File: config.mk
export PLATFORM = sky130hd
export DESIGN_NAME = regfile_access_ctrl
export DESIGN_NICKNAME = d
export VERILOG_FILES = /design/src/rtl/regfile_access_ctrl.sv
export SDC_FILE = /design/constraint.sdc
export NUM_CORES = 1
export LEC_CHECK = 0
export ABC_AREA = 1
export CAP_MARGIN = 30
export CORE_ASPECT_RATIO = 0.75
export CORE_MARGIN = 8
export CORE_UTILIZATION = 28
export CTS_BUF_LIST = sky130_fd_sc_hd__clkbuf_16
export CTS_CLUSTER_DIAMETER = 80
export DETAILED_ROUTE_END_ITERATION = 8
export PLACE_DENSITY = 0.83
export SETUP_SLACK_MARGIN = 0.3
export SYNTH_ARGS = -nofsm -noshare
export SYNTH_HDL_FRONTEND = slang
export SYNTH_SLANG_ARGS = --single-unit
File: constraint.sdc
create_clock -name clock -period 1.71 [get_ports clock]
set_clock_uncertainty 0.2 [all_clocks]
set_input_delay 0.2565 -clock clock [delete_from_list [all_inputs] [get_ports clock]]
set_output_delay 0.2565 -clock clock [all_outputs]
set_load 0.02 [all_outputs]
File: src/rtl/regfile_access_ctrl.sv
// regfile_access_ctrl: shares RegFile write/rs1 ports between writeback and a debug requester.
// Define RF_CLEAR_ON_RESET_EN to zero x1..x31 in a stalled sweep after reset.
module regfile_access_ctrl #(
  parameter int XLEN = 32,
  parameter int NREG = 32,
  parameter int AW   = 5
) (
  input  logic            clock,
  input  logic            reset,
  input  logic            halted,
  input  logic            wb_en,
  input  logic [AW-1:0]   wb_rd,
  input  logic [XLEN-1:0] wb_data,
  input  logic [AW-1:0]   pipe_rs1,
  input  logic [AW-1:0]   pipe_rs2,
  output logic [XLEN-1:0] pipe_rs1_out,
  output logic [XLEN-1:0] pipe_rs2_out,
  output logic            stall,
  input  logic            dbg_req_valid,
  output logic            dbg_req_ready,
  input  logic            dbg_req_write,
  input  logic [AW-1:0]   dbg_req_addr,
  input  logic [XLEN-1:0] dbg_req_wdata,
  output logic            dbg_rsp_valid,
  input  logic            dbg_rsp_ready,
  output logic [XLEN-1:0] dbg_rsp_data,
  output logic [AW-1:0]   io_rs1,
  output logic [AW-1:0]   io_rs2,
  output logic [AW-1:0]   io_rd,
  output logic [XLEN-1:0] io_wdata,
  output logic            io_Reg_Write,
  input  logic [XLEN-1:0] io_rs1_out,
  input  logic [XLEN-1:0] io_rs2_out
);
`ifdef RF_CLEAR_ON_RESET_EN
  typedef enum logic [1:0] {CLEAR, IDLE, RSP} state_t;
  localparam state_t RST_STATE = CLEAR;
`else
  typedef enum logic [1:0] {IDLE, RSP} state_t;
  localparam state_t RST_STATE = IDLE;
`endif
  state_t          state_q, state_d;
  logic [AW-1:0]   cnt_q, cnt_d;
  logic            rsp_valid_q, rsp_valid_d;
  logic [XLEN-1:0] rsp_data_q, rsp_data_d;
  logic            wb_busy, accept, dbg_wr, addr_live;
  // Addresses that are x0 or beyond NREG read as zero and never write.
  assign addr_live = dbg_req_addr != '0 && 32'(dbg_req_addr) < NREG;
  always_comb begin
    wb_busy       = wb_en && wb_rd != '0;
    dbg_req_ready = state_q == IDLE && halted && !wb_busy && reset;
    accept        = dbg_req_valid && dbg_req_ready;
    dbg_wr        = accept && dbg_req_write && addr_live;
    io_rs1        = accept && !dbg_req_write ? dbg_req_addr : pipe_rs1;
    io_rs2        = pipe_rs2;
    pipe_rs1_out  = io_rs1_out;
    pipe_rs2_out  = io_rs2_out;
    io_Reg_Write  = wb_busy || dbg_wr;
    io_rd         = wb_busy ? wb_rd : dbg_wr ? dbg_req_addr : '0;
    io_wdata      = wb_busy ? wb_data : dbg_wr ? dbg_req_wdata : '0;
    stall         = 1'b0;
    cnt_d         = cnt_q;
    state_d       = state_q;
    rsp_valid_d   = rsp_valid_q;
    rsp_data_d    = rsp_data_q;
    if (accept) begin
      state_d     = RSP;
      rsp_valid_d = 1'b1;
      rsp_data_d  = dbg_req_write || !addr_live ? '0 : io_rs1_out;
    end
    if (state_q == RSP && dbg_rsp_ready) begin
      state_d     = IDLE;
      rsp_valid_d = 1'b0;
    end
`ifdef RF_CLEAR_ON_RESET_EN
    // Sweep owns the write port outright; writeback is ignored while stalled.
    if (state_q == CLEAR) begin
      stall        = 1'b1;
      io_Reg_Write = 1'b1;
      io_rd        = cnt_q;
      io_wdata     = '0;
      cnt_d        = cnt_q + AW'(1);
      state_d      = cnt_q == AW'(NREG - 1) ? IDLE : CLEAR;
    end
`endif
  end
  always_ff @(posedge clock or negedge reset)
    if (!reset) begin
      state_q     <= RST_STATE;
      cnt_q       <= AW'(1);
      rsp_valid_q <= 1'b0;
      rsp_data_q  <= '0;
    end else begin
      state_q     <= state_d;
      cnt_q       <= cnt_d;
      rsp_valid_q <= rsp_valid_d;
      rsp_data_q  <= rsp_data_d;
    end
  assign dbg_rsp_valid = rsp_valid_q;
  assign dbg_rsp_data  = rsp_data_q;
endmodule

==> results of run 1 <==
[final cells by class]
cell class / count / area [um^2]
tap: 128 / 160
inverter: 7 / 26.3
timing repair buffer: 306 / 3050
sequential: 33 / 827
clock buffer: 5 / 125
multi-input combinational: 238 / 1250
fill: 799 / 3640
clock inverter: 3 / 11.3
[routing by layer]
| metal | global-route usage [%] | up-vias | wire length, um |
|---|---|---|---|
| met5 | 0 | - | 0 |
| met4 | 3.83 | 0 | 184 |
| met3 | 8.00 | 19 | 1280 |
| met2 | 31.6 | 156 | 6360 |
| met1 | 21.6 | 1638 | 5340 |
| li1 | - | 1627 | - |
[placed cells by master, fill, tap and decap left out]
cell,instances
nand2_1,106
clkdlybuf4s50_1,103
nand4_1,75
buf_4,57
buf_6,49
nand2_2,45
dfrtp_1,32
buf_2,30
clkdlybuf4s15_2,16
clkbuf_2,16
dlygate4sd2_1,13
buf_12,11
clkbuf_16,9
inv_1,6
buf_16,4
nor2_1,3
inv_2,2
clkinv_1,2
bufbuf_16,2
nor2_2,1
nand3_2,1
nand3_4,1
a21oi_4,1
nand3b_1,1
nand2_4,1
o21ai_2,1
o21ai_0,1
conb_1,1
buf_8,1
dfrtp_2,1
[power groups by stage]
stage,Clock (uW),Sequential (uW),Combinational [uW]
floorplan,0,1140,608
detailed placement,0,991,1540
global placement,0,983,1510
CTS,841,981,1560
global route,887,994,1660
finish,825,981,1560
[worst paths after layout]
kind | from | to | slack, ps | cells after the start
hold / removal | reset | dbg_rsp_data[0] | 60 | 2
setup / recovery | state_q[0] | io_wdata[23] | -430 | 9
min in group clock | dbg_req_valid | dbg_rsp_data[0] | 270 | 4
max in group asynchronous | reset | state_q[0] | 930 | 2
hold reg to reg | dbg_rsp_data[23] | dbg_rsp_data[23] | 280 | 2
setup reg to reg | state_q[0] | dbg_rsp_data[31] | 20 | 9
[logic make-up (layout without fill, tap and decap cells)]
| logic type | count (synthesis) | after routing | share of synthesized area [%] |
|---|---|---|---|
| and+or+nand+nor | 234 | 234 | 40.7 |
| buffers and inverters | 105 | 321 | 27.0 |
| DFF | 33 | 33 | 31.4 |
| other | 1 | 1 | 0.142 |
| AOI/OAI and AO/OA | 3 | 3 | 0.713 |
[stage by stage]
stage	util, %	setup slack, ps
after CTS	58.9	-408
after floorplan	-	7.15
after global placement	54.9	-893
after detailed placement	54.9	-951
final	59.9	-430
after global routing	59.9	-527
[registers in the layout, summed over array words and instances (netlist names)]
name / count
dbg_rsp_data: 32
state_q: 1
[repair_timing]
item / CTS / global route
resized for setup: 503 / 32
buffers inserted: 10 / 1
endpoints found under the setup margin: 142 / 96
pin swaps: 18 / 7
gates cloned: 7 / 5
==> flow_summary.json, run 1 <==
{
  "drt-total-wl_um": 13200,
  "power_density_nw_per_um2": 619,
  "violations": "negative setup slack",
  "cts_buffer_depth": 2,
  "cp_num_buf_inv": 5,
  "fin_area_um2": 5440,
  "pwr-share-clk_pct": 24.5,
  "dp.final_hpwl_um": 9330,
  "power.internal_uw": 2220,
  "syn_to_final_growth_pct": 107,
  "syn_area_um2": 2630,
  "synthesis.nets": 531,
  "ys_async_sr_fraction_pct": 100,
  "seq_power_share_pct": 29.1,
  "die_w_um": 128,
  "cts-buffers-inserted": 5,
  "stdcell_count": 720,
  "root_buffer": "clkbuf_16",
  "antenna_left": 0,
  "slew_violations": 0,
  "synth_top_cell_area_share_pct": 31.4,
  "yosysMostFrequentCell": "nand2_1",
  "tns_ps": -17000,
  "cp-end-kind": "output pin",
  "die_area_um2": 12800,
  "insertion_delay_ps": 270,
  "synth_edf_count": 0,
  "drt_iter0_markers": 196,
  "start_util_pct": 29.0,
  "die_h_um": 100,
  "viasPerCell": 4.78,
  "synth_cells": 376,
  "layout_setup_ws_ps": -430,
  "critPathKind": "reg2out",
  "synthFlopType": "dfrtp_1",
  "cp.arrival_ps": 1680,
  "dpl_cell_area_um2": 4990,
  "fin_crit_sh_pct": 125,
  "cts_num_sinks": 33,
  "setup_viol": 44,
  "total_power_uw": 3370,
  "crit_chain": "inv_2 > nand3_4 > a21oi_4 > buf_6 > buf_12 > buf_12 > nand4_1 > nand2_2 > buf_6",
  "cts_tree": "done",
  "path_clk_slew_ps": 50,
  "crit_path_max_fanout": 5,
  "leakage_uw": 0.00272,
  "cts_hold_buf": 0,
  "cp-start-kind": "flop",
  "track_usage_pct": 18.7,
  "grt_setup_unrepaired": "true",
  "hold_viol_final": 0,
  "core_area_um2": 9080,
  "ir_drop_v": 0.000443,
  "drc_errors": 0,
  "synth_warnings": 0,
  "dr_total_vias": 3440,
  "post_drt_wl_per_cell_um": 18.3,
  "p_sw_uw": 1150,
  "gp_congestion": 0.838,
  "grt_max_degree": 37,
  "slowest_delay_ps": 410,
  "period_minus_slack_ps": 2140,
  "swShare_pct": 34.1,
  "grt_pass1_vias": 3638,
  "critPathSlowestCell": "dfrtp_2",
  "ys_seq_area_share_pct": 31.4,
  "synth_cell_types": 16,
  "std_cell_rows": 30,
  "grt_pass1_wl_um": 19600,
  "port-buffer-count": 226,
  "diodes": 0,
  "holdWs_ps": 60.7,
  "maxCapViolCount": 0,
  "ioPinCount": 302,
  "max_freq_mhz": 467,
  "status": "finished with violations",
  "synth.area.top_cells": "dfrtp_1 31%, nand2_1 22%, buf_4 20%",
  "antenna_found_initial": 0,
  "overflow": 0,
  "yosysTopAreaCell": "dfrtp_1",
  "drive_above_1_share_pct": 42.1,
  "dp_cells": 689,
  "crit_family": "buffers and inverters",
  "cts-htree-levels": 2,
  "pwr-share-comb_pct": 46.4,
  "first_pass_iters": 5,
  "synthTopCellsByCount": "152 x nand2_1, 75 x nand4_1, 71 x buf_4",
  "final_net_count": 746,
  "synth_seq_cells": 33,
  "cp.required_ps": 1250,
  "min_path_type": "in2async",
  "avgSynthCellArea_um2": 7.00
}
No activity file was read; power rests on OpenSTA's default activity.
==> run 2: changes to the inputs <==
--- a/config.mk
+++ b/config.mk
@@ -7,13 +7,12 @@
 export LEC_CHECK = 0
 export ABC_AREA = 1
 export CAP_MARGIN = 30
-export CORE_ASPECT_RATIO = 0.75
-export CORE_MARGIN = 8
-export CORE_UTILIZATION = 28
+export CORE_AREA = 8 8 112 114
 export CTS_BUF_LIST = sky130_fd_sc_hd__clkbuf_16
 export CTS_CLUSTER_DIAMETER = 80
 export DETAILED_ROUTE_END_ITERATION = 8
-export PLACE_DENSITY = 0.83
+export DIE_AREA = 0 0 120 122
+export PLACE_DENSITY = 0.74
 export SETUP_SLACK_MARGIN = 0.3
 export SYNTH_ARGS = -nofsm -noshare
 export SYNTH_HDL_FRONTEND = slang
==> run 2 against run 1 <==
Net effect: the flow still finishes with violations (negative setup slack); via count rose by 0.47%; clock power rose by 1%; wire length up 5.4%; largest power group unchanged.
==> flow_summary.json, run 2 (same netlist as run 1, synthesis figures left out) <==
{
  "drt_iter0_markers": 139,
  "cp-startpoint": "state_q[0]",
  "grt_setup_unrepaired": "true",
  "largest_reg_flops": 32,
  "ir_drop_v": 0.000434,
  "cp-start-kind": "flop",
  "viasPerCell": 4.76,
  "root_buffer": "clkbuf_16",
  "r2r_end": "dbg_rsp_data[19]",
  "port-buffer-count": 226,
  "dp.final_hpwl_um": 10300,
  "path_common_cell": "buf_6",
  "die_w_um": 120,
  "syn_to_final_growth_pct": 115,
  "first_pass_iters": 4,
  "cts-buffers-inserted": 5,
  "leakage_uw": 0.00272,
  "cp.required_ps": 1250,
  "r2r_slack_ps": -430,
  "total_power_uw": 3440,
  "dr_total_vias": 3456,
  "overflow": 0,
  "slew_violations": 0,
  "path_clk_slew_ps": 50,
  "crit_chain": "inv_4 > nand3_4 > a21oi_4 > buf_4 > buf_6 > buf_6 > nand4_1 > nand2_2 > buf_12",
  "cp-end-kind": "output pin",
  "core_area_um2": 10700,
  "drc_errors": 0,
  "min_path_type": "in2async",
  "insertion_delay_ps": 270,
  "fin_crit_sh_pct": 130,
  "max_freq_mhz": 448,
  "status": "finished with violations",
  "cp.arrival_ps": 1770,
  "final_cell_mix": "108 x clkdlybuf4s50_1, 93 x nand2_1, 75 x nand4_1",
  "die_h_um": 122,
  "cts_num_sinks": 33,
  "cts_tree": "done",
  "critPathCapture": "io_rd[4]",
  "cts-htree-levels": 2,
  "power_density_nw_per_um2": 607,
  "diodes": 0,
  "drt-total-wl_um": 13900,
  "die_area_um2": 14600,
  "std_cell_rows": 38,
  "final_common_cell": "clkdlybuf4s50_1",
  "ioPinCount": 302,
  "drive_above_1_share_pct": 45.2,
  "regToRegStartpoint": "state_q[0]",
  "dp_cells": 688,
  "fin_area_um2": 5670,
  "slowest_delay_ps": 420,
  "setup_viol": 77,
  "critPathKind": "reg2out",
  "track_usage_pct": 18.0,
  "stdcell_count": 726,
  "post_drt_wl_per_cell_um": 19.1,
  "gp_congestion": 0.833,
  "n_fill_cell": 983,
  "crit_path_max_fanout": 3,
  "grt_pass1_vias": 3659,
  "critPathSlowestCell": "dfrtp_2",
  "dpl_cell_area_um2": 4910,
  "cts_buffer_depth": 2,
  "pre_cts_slack_ps": -1100,
  "antenna_left": 0,
  "reg2reg_depth": 13,
  "start_util_pct": 24.6,
  "grt_max_degree": 41,
  "hold_viol_final": 0,
  "period_minus_slack_ps": 2230,
  "grt_pass1_wl_um": 20900,
  "final_core_util_pct": 53.0,
  "layout_setup_ws_ps": -521,
  "antenna_found_initial": 0,
  "final_net_count": 741,
  "maxCapViolCount": 0,
  "violations": "negative setup slack"
}
## run 2: changes by cell type in the layout (fill, tap and decap cells not counted), moves of 5 or more
cell	before	now
buf_16	4	10
clkdlybuf4s50_1	103	108
clkbuf_2	16	1
nand2_2	45	57
buf_2	30	39
buf_4	57	44
clkdlybuf4s15_2	16	23
buf_12	11	17
dlygate4sd2_1	13	4
nand2_1	106	93
## run 2: cell type report
type / instances / area, um^2 / share of cell area, %
timing repair buffer: 301 / 3170 / 56.0
clock inverter: 2 / 11.3 / 0.199
clock buffer: 5 / 125 / 2.21
tap: 140 / 175 / 3.09
multi-input combinational: 238 / 1320 / 23.3
inverter: 7 / 32.5 / 0.574
sequential: 33 / 827 / 14.6
## run 2: repair_timing
action                                  in CTS  in global routing
buffers inserted                            13                  6
gates cloned                                10                  2
pin swaps                                   15                 12
hold buffers                                 0                  0
gates resized for setup                    552                 28
hold endpoints to repair                     0                  0
endpoints found under the setup margin     142                 93
## run 2: power by group
| part | total (uW) | internal (uW) | switching [uW] |
|---|---|---|---|
| Combinational | 1620 | 821 | 795 |
| Clock | 835 | 525 | 310 |
| Sequential | 988 | 908 | 79.8 |
| Total | 3440 | 2250 | 1180 |
## run 2: worst min-delay path by stage
stage / start / to / cells after the start / slack [ps]
after floorplan: reset / dbg_rsp_data[0] / 0 / -240
after global routing: reset / dbg_rsp_data[24] / 2 / 120
after CTS: reset / dbg_rsp_data[20] / 2 / 100
final: reset / dbg_rsp_data[24] / 2 / 80
after detailed placement: dbg_rsp_data[10] / dbg_rsp_data[10] / 2 / 270
after global placement: dbg_rsp_data[29] / dbg_rsp_data[29] / 2 / 260
## run 2: metal layers
metal,GRT usage (%),wire (um),vias up
met5,0,0,-
met4,4.53,233,0
met3,6.39,1260,22
met2,32.6,7150,184
met1,19.8,5240,1633
li1,-,-,1617
## run 2: stage by stage
stage | hold slack (ps) | setup TNS (ps)
detailed placement | 266 | -65110
CTS | 98.9 | -23740
finish | 76.7 | -31430
floorplan | -239 | 0
global route | 118 | -37900
global placement | 263 | -65510
## run 2: critical path: cells and delay by family, from the launching register on
family	cells	cell delay [ps]
and+or+nand+nor	3	360
buffers and inverters	5	520
AOI/OAI and AO/OA	1	180
DFF	1	420
